[src/rtl/vpu_issue_arbiter.sv]
// Round-robin share of one VPU among NUM_REQ sources: the instruction shows on vpu_inst the cycle after accept and holds until vpu_done or watchdog abort.
// A grant is offered only in IDLE; the requester holds req_valid until its one-hot req_ready, and each instruction is followed by one forced NOP cycle.
module vpu_issue_arbiter #(
    parameter int NUM_REQ     = 2,
    parameter int INST_W      = 32,
    parameter int TIMEOUT_W   = 16,
    parameter int TIMEOUT_CYC = 1024
) (
    input  logic                        clk,
    input  logic                        rst,
    input  logic [NUM_REQ-1:0]          req_valid,
    input  logic [NUM_REQ*INST_W-1:0]   req_inst,
    output logic [NUM_REQ-1:0]          req_ready,
    output logic [NUM_REQ-1:0]          req_done,
    output logic [NUM_REQ-1:0]          req_err,
    output logic [INST_W-1:0]           vpu_inst,
    input  logic                        vpu_done,
    output logic                        busy,
    output logic [$clog2(NUM_REQ)-1:0]  owner
);

    localparam int OWN_W = $clog2(NUM_REQ);
    localparam logic [TIMEOUT_W-1:0] WDOG_LAST = TIMEOUT_W'(TIMEOUT_CYC - 1);

    typedef enum logic [1:0] {
        S_IDLE = 2'd0,
        S_BUSY = 2'd1,
        S_GAP  = 2'd2
    } state_t;

    state_t               state;
    logic [OWN_W-1:0]     rr_ptr;
    logic [TIMEOUT_W-1:0] wdog;

    logic                 gnt_vld;
    logic [OWN_W-1:0]     gnt_idx;
    int                   cand;
    logic                 wdog_hit;

    // Grant is gated by reset so nothing is offered while the block is held in reset.
    always_comb begin
        gnt_vld = 1'b0;
        gnt_idx = '0;
        cand    = 0;
        if (state == S_IDLE && rst) begin
            for (int k = 0; k < NUM_REQ; k++) begin
                cand = (int'(rr_ptr) + k) % NUM_REQ;
                if (!gnt_vld && req_valid[cand]) begin
                    gnt_vld = 1'b1;
                    gnt_idx = OWN_W'(cand);
                end
            end
        end
        req_ready = gnt_vld ? (NUM_REQ'(1) << gnt_idx) : '0;
    end

    assign wdog_hit = (TIMEOUT_CYC != 0) && (wdog == WDOG_LAST);
    assign busy     = (state != S_IDLE);

    always_ff @(posedge clk or negedge rst) begin
        if (!rst) begin
            state    <= S_IDLE;
            vpu_inst <= '0;
            req_done <= '0;
            req_err  <= '0;
            owner    <= '0;
            rr_ptr   <= '0;
            wdog     <= '0;
        end else begin
            req_done <= '0;
            req_err  <= '0;
            case (state)
                S_IDLE: begin
                    if (gnt_vld) begin
                        vpu_inst <= req_inst[gnt_idx*INST_W +: INST_W];
                        owner    <= gnt_idx;
                        rr_ptr   <= (gnt_idx == OWN_W'(NUM_REQ - 1)) ? '0 : gnt_idx + 1'b1;
                        wdog     <= '0;
                        state    <= S_BUSY;
                    end
                end
                S_BUSY: begin
                    if (wdog != '1) begin
                        wdog <= wdog + 1'b1;
                    end
                    // A completion arriving on the abort cycle still counts as a completion.
                    if (vpu_done) begin
                        req_done <= NUM_REQ'(1) << owner;
                        vpu_inst <= '0;
                        state    <= S_GAP;
                    end else if (wdog_hit) begin
                        req_err  <= NUM_REQ'(1) << owner;
                        vpu_inst <= '0;
                        state    <= S_GAP;
                    end
                end
                S_GAP: begin
                    state <= S_IDLE;
                end
                default: begin
                    state <= S_IDLE;
                end
            endcase
        end
    end

endmodule

[config.mk]
export PLATFORM = sky130hd
export DESIGN_NAME = vpu_issue_arbiter
export DESIGN_NICKNAME = d
export VERILOG_FILES = /design/src/rtl/vpu_issue_arbiter.sv
export SDC_FILE = /design/constraint.sdc
export NUM_CORES = 1
export LEC_CHECK = 0
export ABC_AREA = 1
export BUFFER_PORTS_ARGS = -buffer_cell sky130_fd_sc_hd__buf_4
export CORE_UTILIZATION = 50
export DETAILED_ROUTE_END_ITERATION = 8
export GPL_TIMING_DRIVEN = 0
export PLACE_DENSITY_LB_ADDON = 0.2
export SKIP_CTS_REPAIR_TIMING = 1
export SLEW_MARGIN = 20
export SYNTH_ARGS = -nofsm -noshare
export SYNTH_HDL_FRONTEND = slang
export SYNTH_SLANG_ARGS = --single-unit
[constraint.sdc]
create_clock -name clk -period 2.3 [get_ports clk]
set_clock_uncertainty 0.1 [all_clocks]
set_input_delay 0.46 -clock clk [delete_from_list [all_inputs] [get_ports clk]]
set_output_delay 0.46 -clock clk [all_outputs]
set_load 0.1 [all_outputs]
-- Word level (Yosys, flattened, before mapping)
Index checks and enable logic that the tools add are counted.
- bits in registers: 56
- output and inout port bits: 40
- word-level logic and storage cells: 62
- add/subtract/negate cells: 3
- $lt $le $gt $ge: 2
- equal/unequal tests: 6
- shift operators: 3
- muxes and demuxes: 30
- bitwise operators: 1
- reductions and logical operators: 10
- operator list (kind ; number):
    two-way mux 32 bit ; 3
    case mux 32 bit (2 select lines) ; 1
    variable part select 64 x 7 -> 32 bit ; 1
    two-way mux 16 bit ; 2
    case mux 16 bit (2 select lines) ; 1
    two-way mux 2 bit ; 9
    adder 16 x 1 -> 16 bit (second input constant) ; 1
    equality test 16 x 10 -> 1 bit (second input constant) ; 1
    inequality test 16 bit (second input constant) ; 1
    two-way mux 1 bit ; 13
    AND reduction 3 bit ; 2
    inequality test 2 bit (second input constant) ; 2
    case mux 2 bit (2 select lines) ; 1
    AND reduction 2 bit ; 2
    nonzero test 2 bit ; 2
    << shifter 1 x 1 -> 2 bit (first input constant) ; 2
    < comparator 2 x 3 -> 1 bit (second input constant) ; 1
    inequality test 3 bit (second input constant) ; 1
    adder 1 bit (second input constant) ; 2
    equality test 2 x 1 -> 1 bit (second input constant) ; 1
    logical AND 1 bit ; 2
    logical NOT 2 bit ; 1
    < comparator 1 x 2 -> 1 bit (second input constant) ; 1
    AND 1 bit (first input constant) ; 1
    logical NOT 1 bit ; 1

-- Longest topological paths before layout
Gate-level depths: netlist of the first run.
- depth after elaboration: 11
- mapped depth: 12
- gate-level depth less buffers: 11

-- Least setup slack after synthesis of the first run
No wires, ideal clock.
- kind: reg-to-output
- start: register state[1]
- end: output req_ready[0]
- data arrival time: 1.432 ns
- data required time: 1.740 ns
- path slack: 0.308 ns
- cell stages (with the launch flop): 6
- path through: dfrtp_1 -> nor2_2 -> nand2_2 -> nor2_2 -> nand2_1 -> inv_1
- longest elaborated chain between the ends: 5
- elaborated cells between the ends (all ways): 6
- those cells by class: 1 x shift; 3 x mux; 2 x reduce/logical
- RTL lines (element ; RTL line ; RTL):
    from (decl) ; 31 ; state_t state;
    from (signal assigned) ; 62 ; state <= S_IDLE;
    from (signal assigned) ; 79 ; state <= S_BUSY;
    from (signal assigned) ; 90 ; state <= S_GAP;
    logical NOT 2 bit * ; 45 ; if (state == S_IDLE && rst) begin
    logical AND 1 bit * ; 45 ;
    two-way mux 1 bit ; 45 ;
    << shifter 1 x 1 -> 2 bit ; 54 ; req_ready = gnt_vld ? (NUM_REQ'(1) << gnt_idx) : '0;
    two-way mux 2 bit * ; 54 ;
    to (decl) ; 13 ; output logic [NUM_REQ-1:0] req_ready,
Every way passes the cells marked *; elsewhere a longest branch is shown, timed or not.

-- Final worst setup path of the first run
- start: register state[1]
- end: output req_ready[1]
Same word-level chain as after synthesis.

==> metrics.json, run 1 <==
{
  "status": {
    "status": "completed"
  },
  "synth": {
    "yosys.area_share.adder": 0.00399,
    "synth_mux_area_frac": 0,
    "synth_compound_area_frac": 0.0574,
    "cell_types_with_the_highest_counts_after_synthesis": "sky130_fd_sc_hd__nand2_1, sky130_fd_sc_hd__dfrtp_1, sky130_fd_sc_hd__nor2_1",
    "yosys.area_share.xor_xnor": 0,
    "register_area_share_after_synthesis": 0.447,
    "yosysUniqueCellTypes": 30,
    "netlist_top_cells_area": "sky130_fd_sc_hd__dfrtp_1, sky130_fd_sc_hd__nand2_1, sky130_fd_sc_hd__nor2_1",
    "synth_seq_cells": 56,
    "synth-async-reset-ratio": 1.00,
    "synth.net_count": 504,
    "synth_top_area_frac": 0.447,
    "synth_area_mm2": 0.00314,
    "synth_most_common_cell": "sky130_fd_sc_hd__nand2_1",
    "ys.flop_type": "sky130_fd_sc_hd__dfrtp_1",
    "synthesis.instances": 434,
    "yosysWarnings": 0,
    "synth_top_family_by_area": "simple AND/OR/NAND/NOR gates",
    "yosys.area_share.simple": 0.427,
    "syn-mean-instance-area_um2": 7.23,
    "edff_count_synth": 0,
    "yosysTopAreaCell": "sky130_fd_sc_hd__dfrtp_1"
  },
  "timing": {
    "finalMaxSlewViolations": 0,
    "timing.fmax_ghz": 0.454,
    "final.min_clock_period_ns": 2.20,
    "finalSetupViolations": 0,
    "report.final.hold_viol_count": 0,
    "rsz0062_at_grt": "false",
    "setup_slack_ns": 0.0960,
    "worst-slew-pin-transition_ns": 0.472,
    "relSlewSlack": 0.685,
    "timing.final.crit_share": 0.958,
    "timing.hold.ws_ns": 0.00351
  },
  "pwr": {
    "power_density_mw_per_mm2": 1200,
    "leakage_uw": 0.00229,
    "total_power_uw": 5030,
    "vdd_drop_max_v": 0.000967
  },
  "worst_setup_path": {
    "crit_required_ns": 1.74,
    "regToRegSetupSlack_ns": 0.42,
    "top_family_by_delay_on_critical_path": "buffers and inverters",
    "worstSetupStartpointType": "register",
    "cp-end-kind": "output pin",
    "cp_num_buf_inv": 2,
    "cp_slowest_cell": "sky130_fd_sc_hd__dfrtp_1",
    "timing.critical_path.slowest_cell_delay_ns": 0.43,
    "crit_chain": "nor2_2 -> nand2_2 -> nor2_4 -> clkbuf_4 -> buf_8",
    "timing.setup.critical_path_class": "reg -> out",
    "critical_path_peak_fanout": 10,
    "cp_data_arrival_time_ns": 1.64
  },
  "drt": {
    "via_count": 3052,
    "detailedRoute.firstIterationViolations": 138,
    "drt-pass1-iter-count": 4,
    "wl_um": 7270,
    "drcViolationCount": 0,
    "final_antenna_net_count": 0,
    "viasPerCell": 4.88,
    "avgRoutedWirePerCell_um": 11.6
  },
  "floorplanning": {
    "fp-row-count": 28,
    "chipWidth_um": 81.2,
    "initial_core_util": 0.524,
    "vert_die_dim_um": 81.2,
    "dieArea_mm2": 0.00659,
    "fp.coreArea_mm2": 0.00599,
    "num_io_pins": 109
  },
  "grt": {
    "grt_first_pass_wirelength_um": 11500,
    "first_global_vias": 2619,
    "grt.total_usage": 0.225,
    "globalRoute.totalOverflow": 0,
    "antenna_found_initial": 0,
    "grt_max_degree": 58
  },
  "job": {
    "drv.max_cap_violation_count": 0
  },
  "final_layout": {
    "drive_above_1_share": 0.321,
    "final_core_utilization": 0.698,
    "layout.area.seq_mm2": 0.00140,
    "multi_input_gate_area_in_the_final_layout_mm2": 0.00153,
    "diodes": 0,
    "area_growth_pct": 33.4,
    "fill_cells": 506,
    "num-nets-final": 620,
    "final_cell_area_mm2": 0.00418
  },
  "clocking": {
    "cts_max_path_buffers": 2,
    "h_tree_levels": 2,
    "numCtsBuffers": 5,
    "clock_insertion_delay_at_the_later_pin_of_the_skew_report_ns": 0.31,
    "clkSinkCount": 56,
    "clock_tree.root_cell": "sky130_fd_sc_hd__clkbuf_8",
    "cts_tree": "done",
    "cts.clk_slew.worst_paths_ns": 0.10
  },
  "placement": {
    "placedInstanceArea_mm2": 0.00404,
    "gp_routability_congestion": 0.873,
    "place_ws_ns": -0.355,
    "placement.io_buffers": 108,
    "hpwl_after_detailed_placement_um": 5500
  },
  "worst_hold_path": {
    "hp-class": "in -> async"
  }
}
-- power breakdown --
part           switching, µW  total (µW)  leakage, µW  internal, µW
Clock                    317         558    0.0000510           241
Combinational           2410        3050      0.00150           650
Sequential               169        1410     0.000737          1240
-- per-layer routing --
metal / track usage / wire, µm / vias to the layer above
met5: 0 / 0 / -
met4: 0.0839 / 111 / 0
met3: 0.0573 / 496 / 9
met2: 0.364 / 3440 / 90
met1: 0.291 / 3230 / 1381
li1: - / - / 1572
-- logic make-up after synthesis --
kind of cell,count (synthesis)
AND/OR/NAND/NOR,303
flip-flops,56
buffers and inverters,41
AO/OA/AOI/OAI,33
adder cells (fa/ha/maj),1
-- worst reg2reg max path: cells and delay by family (launching register included) --
family | cells | cell delay [ns]
flops | 1 | 0.47
fa+ha+maj | 1 | 0.26
simple gates | 8 | 0.68
buf+inv | 2 | 0.27
-- through the flow --
| stage | TNS (ns) | std cells |
|---|---|---|
| final | 0 | 626 |
| after global routing | 0 | 626 |
| after CTS | -0.560 | 625 |
| after detailed placement | -1.25 | 617 |
| after global placement | -0.698 | 617 |
| after floorplan | 0 | 434 |
-- placed cells by master (no fill, tap or decap) --
master / synthesis / layout
sky130_fd_sc_hd__nand2_1: 195 / 195
sky130_fd_sc_hd__buf_4: 1 / 107
sky130_fd_sc_hd__dfrtp_1: 56 / 56
sky130_fd_sc_hd__nor2_1: 42 / 42
sky130_fd_sc_hd__o21ai_0: 23 / 23
sky130_fd_sc_hd__nand2_2: 18 / 18
sky130_fd_sc_hd__nand3_1: 18 / 18
sky130_fd_sc_hd__inv_1: 16 / 16
sky130_fd_sc_hd__buf_2: 9 / 8
sky130_fd_sc_hd__nor2_2: 6 / 6
sky130_fd_sc_hd__clkbuf_8: 0 / 6
sky130_fd_sc_hd__inv_2: 5 / 5
sky130_fd_sc_hd__nor2_4: 5 / 5
sky130_fd_sc_hd__nand2_4: 5 / 5
sky130_fd_sc_hd__nand4_1: 5 / 5
sky130_fd_sc_hd__clkbuf_1: 4 / 4
sky130_fd_sc_hd__nor3_1: 3 / 3
sky130_fd_sc_hd__clkinv_2: 1 / 3
sky130_fd_sc_hd__a21oi_1: 3 / 3
sky130_fd_sc_hd__or2_2: 3 / 3
sky130_fd_sc_hd__nor4_1: 2 / 2
sky130_fd_sc_hd__inv_4: 2 / 2
sky130_fd_sc_hd__buf_8: 1 / 2
sky130_fd_sc_hd__o21bai_1: 2 / 2
sky130_fd_sc_hd__buf_12: 1 / 2
sky130_fd_sc_hd__o21ai_2: 2 / 2
sky130_fd_sc_hd__o21ai_1: 2 / 2
sky130_fd_sc_hd__clkinv_1: 1 / 1
sky130_fd_sc_hd__clkbuf_4: 0 / 1
sky130_fd_sc_hd__nand2_8: 1 / 1
sky130_fd_sc_hd__o211ai_1: 1 / 1
sky130_fd_sc_hd__ha_1: 1 / 1
sky130_fd_sc_hd__buf_16: 0 / 1
-- path summary, 6_finish.rpt --
kind,start,to,cells past startpoint
max in group asynchronous,rst,rr_ptr,2
max reg2reg,wdog[0],vpu_inst[4],11
max,state[1],req_ready[1],5
min reg2reg,vpu_inst[10],vpu_inst[10],2
min,rst,wdog[2],2
min in group clk,vpu_done,req_err[1],2
-- area by class of cell --
| cell class | instances | area share |
|---|---|---|
| flip-flops and latches | 56 | 0.335 |
| clock buffers | 6 | 0.0197 |
| inverters | 25 | 0.0239 |
| clock inverters | 2 | 0.00239 |
| well taps | 75 | 0.0224 |
| multi-input cells | 337 | 0.366 |
| repair buffers | 109 | 0.205 |
| plain buffers | 16 | 0.0251 |
-- sequential cells by signal, indices dropped and copies added, names as in the netlist --
signal	flops
vpu_inst	32
wdog	16
req_done	2
req_err	2
state	2
owner	1
rr_ptr	1
Note: power is estimated with default switching activity, not from simulation.
==> run 2: changes to the inputs <==
- CORE_UTILIZATION: 50 -> 45
- clock period: 2.3 -> 1.93 ns (I/O delays scaled with it)
==> run 2 against run 1 <==
Effect of this change:
- the flow now finishes with violations (hold timing, setup timing)
- worst setup slack worse by 0.12 ns
- sequential share of layout area is 0.59 points lower
- global-route usage is 1.0 points lower
- via count is 0.26% higher
- critical path type unchanged
- worst hold slack worse by 0.14 ns
- largest power group unchanged
- final area is 1.9% higher
- largest cell class unchanged
- final cell count is 2.2% higher
- routed wire length is 4.1% higher
- critical endpoint unchanged
- highest routed layer unchanged
- total power is 20% higher
- register-to-register slack worse by 0.30 ns
- critical path depth stayed put
==> metrics.json, run 2 (synthesis results as in run 1) <==
{
  "drt": {
    "wl_met3": {"value": 527, "unit": "µm", "change": "was 496 µm"},
    "drcViolationCount": {"value": 0, "change": "unchanged"},
    "met1Wirelength": {"value": 3380, "unit": "µm", "change": "was 3230 µm"},
    "routed-wl-met2": {"value": 3550, "unit": "µm", "change": "was 3440 µm"},
    "wl": {"value": 7570, "unit": "µm", "change": "was 7270 µm"},
    "via_count": {"value": 3060, "change": "was 3052"},
    "routed.top_layer": {"value": "met4", "change": "unchanged"},
    "detailedRoute.firstIterationViolations": {"value": 158, "change": "was 138"},
    "avgRoutedWirePerCell": {"value": 11.8, "unit": "µm", "change": "was 11.6 µm"},
    "viasPerCell": {"value": 4.78, "change": "was 4.88"},
    "final_antenna_net_count": {"value": 0, "change": "unchanged"},
    "drt-pass1-iter-count": {"value": 4, "change": "unchanged"}
  },
  "timing": {
    "setup_slack": {"value": -0.0241, "unit": "ns", "change": "was 0.0960 ns"},
    "report.final.hold_viol_count": {"value": 56, "change": "was 0"},
    "final.min_clock_period_ns": 1.95,
    "timing.hold.ws": {"value": -0.137, "unit": "ns", "change": "was 0.00351 ns"},
    "worst-slew-pin-transition": {"value": 0.504, "unit": "ns", "change": "was 0.472 ns"},
    "relSlewSlack": {"value": 0.664, "change": "was 0.685"},
    "timing.final.crit_share": 1.01,
    "rsz0062_at_grt": {"value": "true", "change": "was false"},
    "timing.fmax_ghz": 0.512,
    "finalSetupViolations": {"value": 2, "change": "was 0"},
    "finalMaxSlewViolations": {"value": 0, "change": "unchanged"}
  },
  "placement": {
    "hpwl_after_detailed_placement": {"value": 5600, "unit": "µm", "change": "was 5500 µm"},
    "numPlacedInstances": {"value": 622, "change": "was 617"},
    "gp_routability_congestion": {"value": 0.849, "change": "was 0.873"},
    "placedInstanceArea": {"value": 0.00405, "unit": "mm²", "change": "was 0.00404 mm²"},
    "place_ws": {"value": -0.578, "unit": "ns", "change": "was -0.355 ns"},
    "placement.io_buffers": {"value": 108, "change": "unchanged"}
  },
  "job": {
    "drv.max_cap_violation_count": {"value": 0, "change": "unchanged"}
  },
  "pwr": {
    "leakage": {"value": 0.00232, "unit": "µW", "change": "was 0.00229 µW"},
    "pwr-share-clk": {"value": 0.105, "change": "was 0.111"},
    "power_density": {"value": 1410, "unit": "mW/mm²", "change": "was 1200 mW/mm²"},
    "seq_power_share": {"value": 0.280, "change": "was 0.281"},
    "power_switching_share": {"value": 0.577, "change": "was 0.575"},
    "switching_power_of_the_nets": {"value": 3470, "unit": "µW", "change": "was 2890 µW"},
    "vdd_drop_max": {"value": 0.000860, "unit": "V", "change": "was 0.000967 V"},
    "power.share.combinational": {"value": 0.615, "change": "was 0.608"},
    "cell_internal_power": {"value": 2540, "unit": "µW", "change": "was 2130 µW"}
  },
  "worst_setup_path": {
    "cp_num_buf_inv": {"value": 2, "change": "unchanged"},
    "crit_chain": {"value": "nor2_2 -> nand2_2 -> nor2_4 -> buf_8 -> buf_12", "change": "was nor2_2 -> nand2_2 -> nor2_4 -> clkbuf_4 -> buf_8"},
    "critical_path_peak_fanout": {"value": 5, "change": "was 10"},
    "top_family_by_delay_on_critical_path": {"value": "simple AND/OR/NAND/NOR gates", "change": "was buffers and inverters"},
    "cp_slowest_cell": {"value": "sky130_fd_sc_hd__dfrtp_1", "change": "unchanged"},
    "worstSetupStartpointType": {"value": "register", "change": "unchanged"},
    "timing.critical_path.slowest_cell_delay": {"value": 0.40, "unit": "ns", "change": "was 0.43 ns"},
    "crit_required": {"value": 1.44, "unit": "ns", "change": "was 1.74 ns"},
    "cp-end-kind": {"value": "output pin", "change": "unchanged"},
    "cp_data_arrival_time": {"value": 1.47, "unit": "ns", "change": "was 1.64 ns"},
    "timing.setup.critical_path_class": {"value": "reg -> out", "change": "unchanged"}
  },
  "grt": {
    "grt_first_pass_wirelength": {"value": 12500, "unit": "µm", "change": "was 11500 µm"},
    "globalRoute.totalOverflow": {"value": 0, "change": "unchanged"},
    "first_global_vias": {"value": 2774, "change": "was 2619"},
    "antenna_found_initial": {"value": 0, "change": "unchanged"},
    "grt.total_usage": {"value": 0.215, "change": "was 0.225"},
    "grt_max_degree": {"value": 58, "change": "unchanged"}
  },
  "status": {
    "status": {"value": "complete, but fails checks", "change": "was completed"},
    "violations": "hold timing, setup timing"
  },
  "final_layout": {
    "area_growth": {"value": 35.9, "unit": "%", "change": "was 33.4%"},
    "top_register": {"value": "vpu_inst", "change": "unchanged"},
    "num-nets-final": {"value": 630, "change": "was 620"},
    "layout.area.seq": {"value": 0.00140, "unit": "mm²", "change": "about the same"},
    "reg_top3": {"value": "vpu_inst: 32 flops, wdog: 16 flops", "change": "unchanged"},
    "diodes": {"value": 0, "change": "unchanged"},
    "drive_above_1_share": {"value": 0.338, "change": "was 0.321"},
    "mostFrequentLayoutCells": {"value": "sky130_fd_sc_hd__nand2_1, sky130_fd_sc_hd__buf_4, sky130_fd_sc_hd__dfrtp_1", "change": "unchanged"},
    "layout.cells.most_common": {"value": "sky130_fd_sc_hd__nand2_1", "change": "unchanged"},
    "largest_reg_flops": {"value": 32, "change": "unchanged"},
    "multi_input_gate_area_in_the_final_layout": {"value": 0.00154, "unit": "mm²", "change": "was 0.00153 mm²"},
    "final_cells": {"value": 640, "change": "was 626"},
    "fill_cells": {"value": 631, "change": "was 506"},
    "final_cell_area": {"value": 0.00426, "unit": "mm²", "change": "was 0.00418 mm²"}
  },
  "floorplanning": {
    "fp-row-count": {"value": 30, "change": "was 28"},
    "chipWidth": {"value": 85.5, "unit": "µm", "change": "was 81.2 µm"},
    "num_io_pins": {"value": 109, "change": "unchanged"},
    "fp.coreArea": {"value": 0.00676, "unit": "mm²", "change": "was 0.00599 mm²"},
    "initial_core_util": {"value": 0.464, "change": "was 0.524"},
    "vert_die_dim": {"value": 85.5, "unit": "µm", "change": "was 81.2 µm"},
    "dieArea": {"value": 0.00731, "unit": "mm²", "change": "was 0.00659 mm²"}
  },
  "worst_hold_path": {
    "hp-class": {"value": "in -> async", "change": "unchanged"}
  },
  "clocking": {
    "numCtsBuffers": {"value": 5, "change": "unchanged"},
    "clock_tree.root_cell": {"value": "sky130_fd_sc_hd__clkbuf_8", "change": "unchanged"},
    "cts_tree": {"value": "done", "change": "unchanged"},
    "clkSinkCount": {"value": 56, "change": "unchanged"},
    "cts_max_path_buffers": {"value": 2, "change": "unchanged"},
    "cts.clk_slew.worst_paths": {"value": 0.10, "unit": "ns", "change": "about the same"},
    "clock_insertion_delay_at_the_later_pin_of_the_skew_report": {"value": 0.31, "unit": "ns", "change": "about the same"},
    "h_tree_levels": {"value": 2, "change": "unchanged"}
  }
}
## run 2: changes by cell type in the layout (fill, tap and decap cells not counted), sizes merged
cell	before	now
buf	120	131
clkbuf	11	9
clkinv	4	3
clkinvlp	0	1
## run 2: final timing paths
| kind | from | endpoint | slack (ns) | depth (start not counted) |
|---|---|---|---|---|
| setup / recovery | state[1] | req_ready[1] | -0.02 | 5 |
| hold / removal | rst | wdog[2] | -0.14 | 1 |
| setup reg to reg | wdog[0] | vpu_inst[13] | 0.12 | 11 |
| hold reg to reg | vpu_inst[2] | vpu_inst[2] | 0.38 | 2 |
| max in group asynchronous | rst | wdog[0] | 1.51 | 1 |
| min in group clk | vpu_done | req_err[1] | 0.15 | 2 |
## run 2: metal layers
layer / GRT usage / up-vias
li1: - / 1592
met1: 0.276 / 1371
met2: 0.356 / 89
met3: 0.0616 / 8
met4: 0.0652 / 0
met5: 0 / -
## run 2: layout make-up
cell class              instances  area share
multi-input cells             337       0.361
plain buffers                  16      0.0264
well taps                      80      0.0235
flip-flops and latches         56       0.329
inverters                      25      0.0235
clock buffers                   5      0.0161
clock inverters                 2     0.00294
repair buffers                119       0.217
## run 2: power by group through the flow
stage	sequential, µW	clock (µW)	combinational (µW)
after floorplan	3670	0	819
after global placement	1690	0	3620
after detailed placement	1700	0	3650
after CTS	1680	649	3650
after global routing	1730	692	3880
final	1680	629	3700
## run 2: per-stage QoR
| step | utilization | total power [µW] | setup TNS [ns] |
|---|---|---|---|
| 3_5_place_dp | 0.599 | 5350 | -14.47 |
| 2_1_floorplan | - | 4490 | 0 |
| 3_3_place_gp | 0.599 | 5310 | -12.84 |
| 5_1_grt | 0.631 | 6310 | -0.210 |
| 4_1_cts | 0.611 | 5980 | -1.08 |
| 6_report | 0.631 | 6010 | -0.0475 |
